===== config.mk =====
export PLATFORM = sky130hd
export DESIGN_NAME = bus_transaction_unit
export DESIGN_NICKNAME = d
export VERILOG_FILES = /design/src/rtl/bus_transaction_unit.sv
export SDC_FILE = /design/constraint.sdc
export NUM_CORES = 1
export LEC_CHECK = 0
export ABC_AREA = 1
export BUFFER_PORTS_ARGS = -buffer_cell sky130_fd_sc_hd__buf_2
export CORE_ASPECT_RATIO = 0.9
export CORE_MARGIN = 2
export CORE_UTILIZATION = 40
export CTS_CLUSTER_DIAMETER = 30
export CTS_CLUSTER_SIZE = 40
export DETAILED_ROUTE_END_ITERATION = 12
export PLACE_DENSITY_LB_ADDON = 0.15
export SLEW_MARGIN = 20
export SYNTH_ARGS = -nofsm -noshare
export SYNTH_HDL_FRONTEND = slang
export SYNTH_SLANG_ARGS = --single-unit

===== constraint.sdc =====
create_clock -name clk -period 3.22 [get_ports clk]
set_input_delay 0.483 -clock clk [delete_from_list [all_inputs] [get_ports clk]]
set_output_delay 0.483 -clock clk [all_outputs]
set_load 0.005 [all_outputs]

===== src/rtl/bus_transaction_unit.sv =====
// Turns controller transaction codes into single handshaked memory-bus cycles,
// with lane steering, read capture, back-to-back issue and a hung-bus timeout.
module bus_transaction_unit #(
  parameter int unsigned TIMEOUT_CYCLES = 256
) (
  input  logic        clk,
  input  logic        reset,
  input  logic [3:0]  txnOp,
  input  logic [31:0] address,
  input  logic [31:0] writeData,
  output logic        stall,
  output logic        memReq,
  output logic        memWrite,
  output logic [31:0] memAddress,
  output logic [3:0]  memByteEnable,
  output logic [31:0] memWriteData,
  input  logic        memAck,
  input  logic [31:0] memReadData,
  output logic [31:0] readData,
  output logic        readValid,
  output logic        busError
);

  localparam int unsigned CW = $clog2(TIMEOUT_CYCLES);
  localparam logic [CW-1:0] COUNT_MAX = CW'(TIMEOUT_CYCLES - 1);

  typedef enum logic {IDLE, BUS} state_t;

  state_t        state, state_next;
  logic [CW-1:0] counter;
  logic          opValid, opWrite, accept, timeout, readDone;
  logic [3:0]    opBe;
  logic [31:0]   opData;
  logic          unused_addr_lsbs;

  assign unused_addr_lsbs = ^address[1:0];

  always_comb begin
    opValid = 1'b1;
    opWrite = 1'b1;
    opBe    = '0;
    opData  = writeData;
    case (txnOp)
      4'd1: begin opWrite = 1'b0; opBe = 4'b1111; end
      4'd2: begin opBe = 4'b0001; opData = {4{writeData[7:0]}}; end
      4'd3: begin opBe = 4'b0010; opData = {4{writeData[7:0]}}; end
      4'd4: begin opBe = 4'b0100; opData = {4{writeData[7:0]}}; end
      4'd5: begin opBe = 4'b1000; opData = {4{writeData[7:0]}}; end
      4'd6: begin opBe = 4'b0011; opData = {2{writeData[15:0]}}; end
      4'd7: begin opBe = 4'b1100; opData = {2{writeData[15:0]}}; end
      4'd8: opBe = 4'b1111;
      default: begin opValid = 1'b0; opWrite = 1'b0; end
    endcase
  end

  // A new op may only be taken while the bus is free or completing this cycle.
  always_comb begin
    accept     = opValid && ((state == IDLE) || memAck);
    timeout    = (state == BUS) && !memAck && (counter == COUNT_MAX);
    readDone   = (state == BUS) && memAck && !memWrite;
    state_next = state;
    if (accept)
      state_next = BUS;
    else if ((state == BUS) && (memAck || timeout))
      state_next = IDLE;
  end

  assign stall  = (state == BUS) && !memAck;
  assign memReq = (state == BUS);

  always_ff @(posedge clk or posedge reset) begin
    if (reset) begin
      state         <= IDLE;
      counter       <= '0;
      memWrite      <= 1'b0;
      memAddress    <= '0;
      memByteEnable <= '0;
      memWriteData  <= '0;
      readData      <= '0;
      readValid     <= 1'b0;
      busError      <= 1'b0;
    end else begin
      state     <= state_next;
      readValid <= readDone;
      busError  <= timeout;
      if (readDone)
        readData <= memReadData;
      if (accept) begin
        counter       <= '0;
        memWrite      <= opWrite;
        memAddress    <= {address[31:2], 2'b00};
        memByteEnable <= opBe;
        memWriteData  <= opData;
      end else if ((state == BUS) && !memAck) begin
        counter <= counter + 1'b1;
      end
    end
  end

endmodule


==> impl_summary.md, run 1 <==
Timing
The setup violation total in the final timing report is 0. In the finished design, the share of the clock period the worst path needs comes to 0.5819. For the pin with the worst max-slew slack, the measured transition is approximately 0.98 ns. The final count of hold timing violations was 0. The timing-limited maximum frequency is 0.5337 GHz. The worst clock skew on the final layout is between 0.006 and 0.007 ns. The number of pins with negative max-slew slack in the final report came to 0. The post-route minimum period is 1.874 ns. The headroom to the max-slew limit is 0.3430. Setup repair after global routing left no endpoint under its margin. After routing, the total negative slack on setup checks comes to 0 ns. Setup slack closes at about 1.3 ns.

Power and ir drop
The completed layout was analyzed and its total power is 0.004028 W. The fraction of power consumed by combinational cells is 0.236. For this design the total switching power over the nets is 0.001198 W. The share of total power consumed by net switching is 0.2975.

The peak supply drop is around 0.41 mV. The internal power is 0.002829 W. The share of power burned in the clock network is 0.297. Of the total power, registers draw 0.467. The analysis attributes to cell leakage a power of about 3.7 nW. The power density normalized to cell area is roughly 650 nW/um^2.

Clock tree
The CTS tree is done. The count of hold-fix buffers inserted at cts is 0. The clock edge transition at the registers on the reported setup and hold paths is about 0.070 ns. The clock tree synthesis step divided the H-tree into 3 levels. The root buffer cell chosen for the clock tree is sky130_fd_sc_hd__clkbuf_16.

The clock latency at the later pin of the worst-skew pair is 0.35 ns. The total clock buffers created by CTS is 9. Once the clock tree was built, the resizer swapped 0 gates to a different size. The number of setup buffers added after CTS is 0. The sink count of the clock tree is 110. The clock passes through at most 2 buffers.

Setup path
The setup check on the worst reg-to-reg path leaves a slack of 1.35 ns. For the worst setup path, the data required time is 3.45 ns. The critical path arrival is 2.10 ns.

In this run the worst setup path begins at memWrite. Counting cells, the worst reg-to-reg path comes to 5. The highest fanout seen on the critical path is 34.

The worst register-to-register path ends at readData[22]. The worst setup path is launched from a flop. The capture point of the critical path is readData[22].

The startpoint identified for the worst register-to-register timing path is memWrite. The kind of critical path is flop to flop. The worst setup path is captured at a flop.

Place
The pre-CTS worst setup slack is about 1.0 ns. The count of input and output buffers is 203. The detailed-placement wirelength estimate is 8549 microns. The final RePlAce weighted congestion is 0.8573. The post-place instance area is approximately 5800 sq um.

Global route
The initial antenna violation count is 2. The via count of the first global-routing pass is 4096. The wire length of the first global-routing pass is 19930 microns. The largest net degree at the start of global routing is 111. The total routing resource utilization after global routing is 0.1974. The total overflow reported by the global router is 0.

Die
The initial core utilization is 0.4130. The die is around 120 microns wide. The die covers 12740 sq um. The core area is 11480 sq um. The cell row count is 37. The count of pins on the block boundary is 208. The die height is 107.3 microns.

Layout
The post-layout net count is 876. The area used by sequential logic in the layout is approximately 2800 sq um. The share of layout cells above drive strength 1 is 0.3041. In the final layout, the multi-input gates occupy 1718 sq um. The number of filler cells placed in the layout is 1100. The area growth from synthesis to layout is 29.84%. The core occupancy in the finished layout is 0.5363.

After routing the design area is between 6000 and 7000 sq um.

Synth
The cell area that synthesis handed to floorplanning was roughly 4700 sq um. The proportion of synthesized chip area in sequential cells is 0.5805. After synthesis the netlist holds a flip-flop and latch count of 110. The cell count after synthesis came out at 580. The mean post-synth cell area is 8.176 sq um. The post-synthesis cell type count is 28. The count of warnings emitted by yosys is 0.

Routing
The total wirelength of the detailed-routed design is 12050 microns. The detailed router finished its first iteration with 232 violations. Dividing the detail-routed wire length by the instance count gives 12.92 microns. After detailed routing, the wire length on met1 is 5351 microns. The count of unresolved DRC violations after routing is 0. Detailed routing placed a total of 1035 microns of wire on met3. Routed signal wires occupy layers up through met5.

In the detailed route, the total length drawn on met2 is 5436 microns. The first detailed-routing pass took 4 iterations. The overall via count from detail_route is ~4200. The per-cell via count in the routed design is 4.549.

The count of nets left with antenna violations once routing finished came out at 0.

Run status
The run finished with clean final reports.

Min path
The kind of path behind the tightest hold check is input pin to asynchronous set/reset pin.

Run
The count of max-cap constraint violations is 0.
==> placed cells by master, fill, tap and decap left out <==
cell and instances:
sky130_fd_sc_hd__o21ai_0 19, sky130_fd_sc_hd__a21oi_1 2, sky130_fd_sc_hd__nor3_4 1, sky130_fd_sc_hd__xor2_1 2, sky130_fd_sc_hd__buf_12 1, sky130_fd_sc_hd__or2_2 3, sky130_fd_sc_hd__nand4_2 1, sky130_fd_sc_hd__and3_1 1
sky130_fd_sc_hd__nor2_1 10, sky130_fd_sc_hd__conb_1 2, sky130_fd_sc_hd__nand2_1 333, sky130_fd_sc_hd__a31oi_1 2, sky130_fd_sc_hd__dfrtp_1 110, sky130_fd_sc_hd__nand4_1 4, sky130_fd_sc_hd__nor3_1 1, sky130_fd_sc_hd__nor2_8 1
sky130_fd_sc_hd__diode_2 1, sky130_fd_sc_hd__bufinv_16 2, sky130_fd_sc_hd__o21ai_1 2, sky130_fd_sc_hd__and2_1 1, sky130_fd_sc_hd__inv_1 26, sky130_fd_sc_hd__clkbuf_8 1, sky130_fd_sc_hd__nand3_2 1, sky130_fd_sc_hd__clkinvlp_4 1
sky130_fd_sc_hd__inv_2 3, sky130_fd_sc_hd__ha_1 1, sky130_fd_sc_hd__nand2_2 2, sky130_fd_sc_hd__clkbuf_16 9, sky130_fd_sc_hd__buf_2 203, sky130_fd_sc_hd__clkinv_2 1, sky130_fd_sc_hd__inv_6 1, sky130_fd_sc_hd__clkinv_4 1
sky130_fd_sc_hd__nor2_2 2, sky130_fd_sc_hd__nand3_1 24, sky130_fd_sc_hd__buf_4 2
==> worst min-delay path by stage <==
stage,from,endpoint,depth (start not counted)
after global placement,readData[8],readData[8],2
after detailed placement,readData[16],readData[16],2
after global routing,address[18],memAddress[18],3
final,reset,readData[30],3
after floorplan,readData[0],readData[0],2
after CTS,address[17],memAddress[17],3
==> metal layers <==
layer  global-route usage  vias up
met5                    0        -
met4              0.06548        2
met3              0.07680       19
met2               0.3046      151
met1               0.2558     1921
li1                     -     2151
==> sequential cells by signal (all words and copies together) (netlist names), 4 cells and up <==
register       count
memByteEnable      4
memWriteData      32
memAddress        30
counter            8
readData          32
==> cells in the mapped netlist <==
cell | instances | share of area
sky130_fd_sc_hd__nor2_8 | 1 | 0.0042
sky130_fd_sc_hd__buf_6 | 7 | 0.017
sky130_fd_sc_hd__buf_2 | 9 | 0.0095
sky130_fd_sc_hd__clkbuf_1 | 8 | 0.0063
sky130_fd_sc_hd__a31oi_1 | 2 | 0.0026
sky130_fd_sc_hd__nand4_2 | 1 | 0.0026
sky130_fd_sc_hd__nor2_2 | 2 | 0.0026
sky130_fd_sc_hd__nand3_2 | 1 | 0.0021
sky130_fd_sc_hd__nor3_1 | 1 | 0.0011
sky130_fd_sc_hd__ha_1 | 1 | 0.0026
sky130_fd_sc_hd__nand4_1 | 4 | 0.0053
sky130_fd_sc_hd__nor3_2 | 1 | 0.0021
sky130_fd_sc_hd__o21ai_1 | 2 | 0.0021
sky130_fd_sc_hd__inv_1 | 27 | 0.021
sky130_fd_sc_hd__and2_1 | 1 | 0.0013
sky130_fd_sc_hd__buf_4 | 2 | 0.0032
sky130_fd_sc_hd__dfrtp_1 | 110 | 0.58
sky130_fd_sc_hd__nand2_2 | 2 | 0.0026
sky130_fd_sc_hd__inv_2 | 3 | 0.0024
sky130_fd_sc_hd__and3_1 | 1 | 0.0013
sky130_fd_sc_hd__conb_1 | 1 | 0.00079
sky130_fd_sc_hd__nand3_1 | 24 | 0.025
sky130_fd_sc_hd__a21oi_1 | 2 | 0.0021
sky130_fd_sc_hd__xor2_1 | 2 | 0.0037
sky130_fd_sc_hd__or2_2 | 3 | 0.0040
sky130_fd_sc_hd__nand2_1 | 333 | 0.26
sky130_fd_sc_hd__nor2_1 | 10 | 0.0079
sky130_fd_sc_hd__o21ai_0 | 19 | 0.020
==> final cells by class <==
cell class | count | share of cell area
well taps | 156 | 0.03170
multi-input cells | 415 | 0.2790
repair buffers | 206 | 0.1707
inverters | 30 | 0.01890
clock inverters | 5 | 0.01341
diodes | 1 | 0.0004064
clock buffers | 10 | 0.03881
flip-flops and latches | 110 | 0.4471
==> cells by family after synthesis <==
| logic type | count (synthesis) | share of synthesized area |
|---|---|---|
| AOI/OAI and AO/OA | 25 | 0.02691 |
| xor gates and xnor gates | 2 | 0.003695 |
| adders and majority gates | 1 | 0.002638 |
| buffers and inverters | 56 | 0.05937 |
| DFF | 110 | 0.5805 |
| other | 1 | 0.0007908 |
| and+or+nand+nor | 385 | 0.3261 |
==> power groups by stage <==
stage	combinational, W	sequential, W	clock, W
2_1_floorplan	0.000449	0.00193	0
3_3_place_gp	0.000952	0.00189	0
3_5_place_dp	0.000972	0.00190	0
4_1_cts	0.000971	0.00188	0.00123
5_1_grt	0.00109	0.00193	0.00129
6_report	0.000950	0.00188	0.00119
==> worst max-delay path, cell delays in order (launching register included) <==
cell,delay [ns]
sky130_fd_sc_hd__dfrtp_1,0.44
sky130_fd_sc_hd__nor3_4,0.19
sky130_fd_sc_hd__buf_4,0.33
sky130_fd_sc_hd__inv_1,0.50
sky130_fd_sc_hd__nand2_1,0.20
sky130_fd_sc_hd__nand2_1,0.08
==> through the flow <==
| step | std cells | hold slack [ns] |
|---|---|---|
| floorplan | 581 | 0.4654 |
| global placement | 917 | 0.4482 |
| detailed placement | 917 | 0.4558 |
| CTS | 932 | 0.3105 |
| global route | 933 | 0.3100 |
| finish | 933 | 0.3024 |
Note: power is estimated with default switching activity, not from simulation.
==> inputs of run 2 (changes only) <==
==> constraint.sdc (replaced) <==
create_clock -name clk -period 1.93 [get_ports clk]
set_input_delay 0.2895 -clock clk [delete_from_list [all_inputs] [get_ports clk]]
set_output_delay 0.2895 -clock clk [all_outputs]
set_load 0.005 [all_outputs]
==> run 2 against run 1 <==
Via count grew 2.5%. Sequential share of layout area shrank 0.33 points. Worst setup slack lost 0.89 ns. Combinational power grew 68%. Core utilization grew 0.40 points. Final cell count grew 0.64%. First-iteration DRC count grew 4.7%. Power grew 65%. Non-clock buffer count grew 6. Critical path type is now flop to output pin. Largest power group unchanged. Highest routed layer unchanged.
==> impl_summary.md, run 2 (same netlist as run 1, synthesis figures left out) <==
Run status
Status: complete, no violations (unchanged).

Clock tree
The number of H-tree branching levels is 3 (unchanged). The number of setup buffers added after CTS is 0 (unchanged). The clock latency at the later pin of the worst-skew pair is 0.35 ns (about the same). The clock edge transition at the registers on the reported setup and hold paths is 0.07 ns (about the same). The total clock buffers created by CTS is 9 (unchanged). The count of hold-fix buffers inserted at cts was 0 (unchanged). The CTS tree is done (unchanged). The sink count of the clock tree is 110 (unchanged). The cell at the root of the clock tree is sky130_fd_sc_hd__clkbuf_16 (unchanged).

The post-cts sizing count is 0 (unchanged). The maximum root-to-sink buffer count is 2 (unchanged).

Global route
The total routing resource utilization after global routing is 0.1969 (was 0.1974). The met3 layer usage reported by global route is 0.07097 (was 0.07680). The largest net degree at the start of global routing is 111 (unchanged). The most used routing layer in global routing was met2 (unchanged). The initial antenna violation count is 2 (unchanged). The met1 usage in global routing came to 0.2571 (was 0.2558). The total overflow reported by the global router is 0 (unchanged). The via count of the first global-routing pass is 4058 (was 4096). The met2 demand-to-capacity share in global routing is 0.3062 (was 0.3046). The wire length of the first global-routing pass is 19800 microns (was 19930 microns).

Power and ir drop
The power density normalized to cell area is 1070 nW/um^2 (was 654.1 nW/um^2). The static leakage power is 3.695 nW (was 3.677 nW). The peak supply drop is 0.6255 mV (was 0.4143 mV).

Layout
The multi-input combinational cell area is 1718 sq um (unchanged). The final non-filler cell total is 939 (was 933). Most used cells in the layout excluding fill and tap cells: sky130_fd_sc_hd__nand2_1, sky130_fd_sc_hd__buf_2, sky130_fd_sc_hd__dfrtp_1 (unchanged).

The number of diodes is 0 (was 1). The post-layout net count is 882 (was 876). The most frequent standard cell in the layout excluding fill and tap cells is sky130_fd_sc_hd__nand2_1 (unchanged). Largest regs: memWriteData x32, readData x32, memAddress x30 (unchanged).

The number of filler cells placed in the layout is 1111 (was 1100). The area used by sequential logic in the layout is 2753 sq um (unchanged). The share of layout cells above drive strength 1 is 0.3091 (was 0.3041). The final non-filler cell area came to 6203 sq um (was 6157 sq um). The area added between synthesis and finish is 30.82% (was 29.84%).

Die
The x dimension of the die was 118.8 microns (unchanged). The initial core utilization is 0.4130 (unchanged). The die footprint was 12740 sq um (unchanged). The count of pins on the block boundary is 208 (unchanged).

The core area is 11480 sq um (unchanged). The die height is 107.3 microns (unchanged). The cell row count came to 37 (unchanged).

Timing
The worst-margin pin slew is 0.5693 ns (was 0.9831 ns). The smallest hold slack is 0.09991 ns (was 0.3024 ns). Counting I/O delays and the setup requirement, the final critical path takes between 1 and 1.5 ns. RSZ-0062 raised after global routing: false (unchanged).

The final count of hold timing violations is 0 (unchanged). The worst clock skew on the final layout is 0.005220 ns (was 0.006001 ns). The timing-limited maximum frequency is 0.6778 GHz. The number of pins with negative max-slew slack in the final report is 0 (unchanged). The headroom to the max-slew limit was 0.6205 (was 0.3430). The setup TNS came to 0 ns (unchanged). Of the available clock period, the critical path in the final layout requires 0.7645. The setup violation total in the final timing report is 0 (unchanged).

Routing
The count of unresolved DRC violations after routing was 0 (unchanged). The total wirelength of the detailed-routed design is 12050 microns (about the same). The detailed-routing iteration count for the pre-antenna-repair pass is 5 (was 4).

The number of routed nets with antenna violations is 0 (unchanged). The routed wirelength normalized by instance count is 12.83 microns (was 12.92 microns). The initial DRC count is 243 (was 232).

The overall via count from detail_route is 4348 (was 4244). The per-cell via count in the routed design came to 4.630 (was 4.549).

Place
The final RePlAce weighted congestion is 0.8265 (was 0.8573). The count of input and output buffers is 203 (unchanged). The detailed-placement wirelength estimate is 8532 microns (was 8549 microns). The post-place instance area is 5903 sq um (was 5833 sq um). The placed cell count is 923 (was 917).

Setup path
The endpoint class of the critical path is an output pin (was flop). The nature of the critical path startpoint was a flop (unchanged). The kind of critical path is flop to output pin (was flop to flop). The critical path arrival is 1.19 ns (was 2.10 ns). The data required time of the critical path was 1.64 ns (was 3.45 ns).

The highest fanout seen on the critical path came to 5 (was 34).

Run
The count of max-cap constraint violations came to 0 (unchanged).

Min path
The kind of path behind the tightest hold check was input pin to asynchronous set/reset pin (unchanged).
-- run 2: changes by cell type in the layout (fill, tap and decap cells not counted) --
cell                         before  now
sky130_fd_sc_hd__clkinv_2         1    0
sky130_fd_sc_hd__clkinv_4         1    2
sky130_fd_sc_hd__clkinvlp_4       1    3
sky130_fd_sc_hd__bufinv_16        2    1
sky130_fd_sc_hd__clkbuf_8         1    0
sky130_fd_sc_hd__buf_12           1    3
sky130_fd_sc_hd__buf_4            2    6
sky130_fd_sc_hd__diode_2          1    0
sky130_fd_sc_hd__clkbuf_1         0    1
-- run 2: path summary, 6_finish.rpt --
| check | startpoint | to | slack [ns] | cells past startpoint |
|---|---|---|---|---|
| setup / recovery | memReq | stall | 0.45 | 4 |
| hold / removal | reset | readData[19] | 0.1 | 3 |
| setup reg to reg | memReq | counter[7] | 0.50 | 7 |
| hold reg to reg | readData[13] | readData[13] | 0.47 | 2 |
| max in group asynchronous | reset | memAddress[24] | 1.41 | 3 |
| min in group clk | address[8] | memAddress[8] | 0.13 | 3 |
-- run 2: power breakdown --
group / switching, W / internal [W] / leakage, nW
Sequential: 0.000297 / 0.00285 / 1.38
Clock: 0.000875 / 0.00102 / 0.139
Combinational: 0.000878 / 0.000727 / 2.18
-- run 2: cell type report --
class,count,area share
Clock buffer,10,0.03691
Clock inverter,6,0.01150
Inverter,30,0.01876
Multi-Input combinational cell,415,0.2769
Sequential cell,110,0.4437
Tap cell,156,0.03146
Timing Repair Buffer,212,0.1807
-- run 2: worst max-delay path: stages, from the launching register on --
cell                      delay (ns)
sky130_fd_sc_hd__dfrtp_1        0.37
sky130_fd_sc_hd__inv_1          0.13
sky130_fd_sc_hd__nor2_2         0.06
sky130_fd_sc_hd__buf_4          0.15
sky130_fd_sc_hd__buf_2          0.12
-- run 2: per-stage QoR --
stage	util	worst slack [ns]	power, W
floorplan	-	0.3110	0.003968
global route	0.5403	0.3300	0.007109
global placement	0.5142	0.3545	0.004764
detailed placement	0.5142	0.3089	0.004809
CTS	0.5403	0.4388	0.006734
finish	0.5403	0.4546	0.006639
-- run 2: routing by layer --
metal | vias to the layer above | wire [microns]
met4 | 4 | 269
li1 | 2166 | -
met5 | - | 27
met1 | 1977 | 5456
met3 | 23 | 953
met2 | 178 | 5338
==> inputs of run 3 (changes only) <==
==> constraint.sdc (replaced) <==
create_clock -name clk -period 1.5 [get_ports clk]
set_input_delay 0.225 -clock clk [delete_from_list [all_inputs] [get_ports clk]]
set_output_delay 0.225 -clock clk [all_outputs]
set_load 0.005 [all_outputs]
==> run 3 against run 2 <==
Flip-flop and latch count is the same. Critical endpoint unchanged. Final area increased by 0.85%. Power is 26% higher. Hold slack got worse by 0.029 ns. Clock power rose by 16%. Sequential power rose by 29%. Die area unchanged.
==> impl_summary.md, run 3 (same netlist as run 1, synthesis figures left out) <==
Routing
The initial DRC count is 173 (was 243). The total wirelength of the detailed-routed design is 12130 microns (was 12050 microns). The number of routed nets with antenna violations came to 0 (unchanged). The count of unresolved DRC violations after routing was 0 (unchanged).

The routed wirelength normalized by instance count is 12.83 microns (about the same). The detailed-routing iteration count for the pre-antenna-repair pass was 6 (was 5). The per-cell via count in the routed design is 4.585 (was 4.630). The overall via count from detail_route was 4333 (was 4348).

Timing
The final worst-path setup slack is 0.1126 ns (was 0.4546 ns). The setup violation total in the final timing report is 0 (unchanged). The final count of hold timing violations is 0 (unchanged). The post-route minimum period is 1.387 ns. The timing-limited maximum frequency is a little over 0.7 GHz. RSZ-0062 raised after global routing: false (unchanged). The number of pins with negative max-slew slack in the final report was 0 (unchanged). The setup TNS is 0 ns (unchanged). The final critical-path share of the clock period is 0.9249. The worst clock skew on the final layout came to 0.005282 ns (was 0.005220 ns).

Clock tree
The maximum root-to-sink buffer count is 2 (unchanged). The cell at the root of the clock tree is sky130_fd_sc_hd__clkbuf_16 (unchanged). The number of H-tree branching levels came to 3 (unchanged). The clock edge transition at the registers on the reported setup and hold paths was 0.07 ns (about the same). The clock latency at the later pin of the worst-skew pair is 0.34 ns (was 0.35 ns). The number of setup buffers added after CTS is 0 (unchanged). The sink count of the clock tree is 110 (unchanged). The total clock buffers created by CTS is 9 (unchanged).

The CTS tree was done (unchanged).

Run
The count of max-cap constraint violations is 0 (unchanged).

Die
The cell row count was 37 (unchanged). The die footprint was 12740 sq um (unchanged). The initial core utilization came to 0.4130 (unchanged). The count of pins on the block boundary is 208 (unchanged). The core area is 11480 sq um (unchanged). The die height is 107.3 microns (unchanged). The x dimension of the die is 118.8 microns (unchanged).

Power and ir drop
The power density normalized to cell area is 1335 nW/um^2 (was 1070 nW/um^2). The total power draw is 0.008354 W (was 0.006639 W). The static leakage power is 3.730 nW (was 3.695 nW). The peak supply drop is 0.7162 mV (was 0.6255 mV).

Setup path
The nature of the critical path startpoint is a flop (unchanged). The kind of critical path is flop to output pin (unchanged). The highest fanout seen on the critical path is 5 (unchanged). The endpoint class of the critical path is an output pin (unchanged). The data required time of the critical path is 1.27 ns (was 1.64 ns). The critical path arrival came to 1.16 ns (was 1.19 ns).

Layout
The area added between synthesis and finish is 31.93% (was 30.82%). Largest regs: memWriteData x32, readData x32, memAddress x30 (unchanged). The final non-filler cell area came to 6256 sq um (was 6203 sq um). The number of filler cells placed in the layout came to 1139 (was 1111).

Most used cells in the layout excluding fill and tap cells: sky130_fd_sc_hd__nand2_1, sky130_fd_sc_hd__buf_2, sky130_fd_sc_hd__dfrtp_1 (unchanged). The number of diodes is 0 (unchanged). The share of layout cells above drive strength 1 is 0.3156 (was 0.3091). The most frequent standard cell in the layout excluding fill and tap cells is sky130_fd_sc_hd__nand2_1 (unchanged).

The post-layout net count came to 889 (was 882).

Place
The detailed-placement wirelength estimate is 8926 microns (was 8532 microns). The post-place instance area was 5973 sq um (was 5903 sq um). The final RePlAce weighted congestion is 0.8617 (was 0.8265). The count of input and output buffers was 203 (unchanged). The pre-CTS worst setup slack was 0.07562 ns (was 0.3089 ns).

Min path
The kind of path behind the tightest hold check is input pin to flop (was input pin to asynchronous set/reset pin).

Global route
The via count of the first global-routing pass was 4123 (was 4058). The total routing resource utilization after global routing is 0.1951 (was 0.1969). The largest net degree at the start of global routing is 47 (was 111).

The initial antenna violation count came to 1 (was 2). The wire length of the first global-routing pass is 19930 microns (was 19800 microns). The total overflow reported by the global router is 0 (unchanged).

Run status
Status: complete, no violations (unchanged).
## run 3: cell count changes in the layout (fill, tap and decap cells not counted)
cell                            delta
sky130_fd_sc_hd__buf_12            +2
sky130_fd_sc_hd__buf_4             +4
sky130_fd_sc_hd__bufinv_16         -1
sky130_fd_sc_hd__clkbuf_1          -1
sky130_fd_sc_hd__clkinv_2          +2
sky130_fd_sc_hd__clkinv_4          -2
sky130_fd_sc_hd__dlygate4sd3_1     +1
sky130_fd_sc_hd__inv_8             +1
sky130_fd_sc_hd__nor2_1            -1
sky130_fd_sc_hd__nor2_2            +1
## run 3: path summary, 6_finish.rpt
| kind | start | to | slack [ns] | depth (start not counted) |
|---|---|---|---|---|
| worst max-delay path | memReq | stall | 0.11 | 4 |
| worst min-delay path | address[8] | memAddress[8] | 0.07 | 3 |
| min in group asynchronous | reset | readData[29] | 0.43 | 3 |
| worst max register to register | memReq | memAddress[30] | 0.16 | 8 |
| max in group asynchronous | reset | memAddress[21] | 0.51 | 4 |
| worst min register to register | readData[15] | readData[15] | 0.47 | 2 |
## run 3: cell type report
cell class              instances  area [sq um]  area share
flip-flops and latches        110          2753      0.4400
multi-input cells             415          1720      0.2750
repair buffers                219          1201      0.1920
clock buffers                   9         225.2     0.03600
well taps                     156         195.2     0.03120
inverters                      30         116.4     0.01860
clock inverters                 6         45.04    0.007200
## run 3: critical path, cell delays in order (launching register included)
cell	delay [ns]
sky130_fd_sc_hd__dfrtp_1	0.37
sky130_fd_sc_hd__inv_1	0.12
sky130_fd_sc_hd__nor2_2	0.05
sky130_fd_sc_hd__buf_4	0.15
sky130_fd_sc_hd__buf_2	0.13
## run 3: layer usage
metal  vias to the layer above  global-route usage  wire [microns]  share of wire
met5                         -                   0              15         0.0012
met4                         2             0.07228             267          0.022
met3                        21             0.05879             949          0.078
met2                       157              0.3091            5518           0.46
met1                      1976              0.2542            5377           0.44
li1                       2177                   -               -              -
## run 3: power by group
part | internal, W | switching, W
sequential | 0.00366 | 0.000380
combinational | 0.000964 | 0.00115
clock | 0.00113 | 0.00107
## run 3: through the flow
stage,instances,util,hold slack (ns)
detailed placement,929,0.5203,0.2335
floorplan,581,-,0.3346
finish,945,0.5449,0.07076
global placement,929,0.5203,0.2317
CTS,945,0.5447,0.05704
global route,945,0.5449,0.06715
## run 3: repair_timing
action / 4_1_cts / 5_1_grt
gates resized for setup: 0 / 1
hold buffers: 1 / 0
hold endpoints to repair: 13 / 0
setup endpoints to repair: 0 / 1
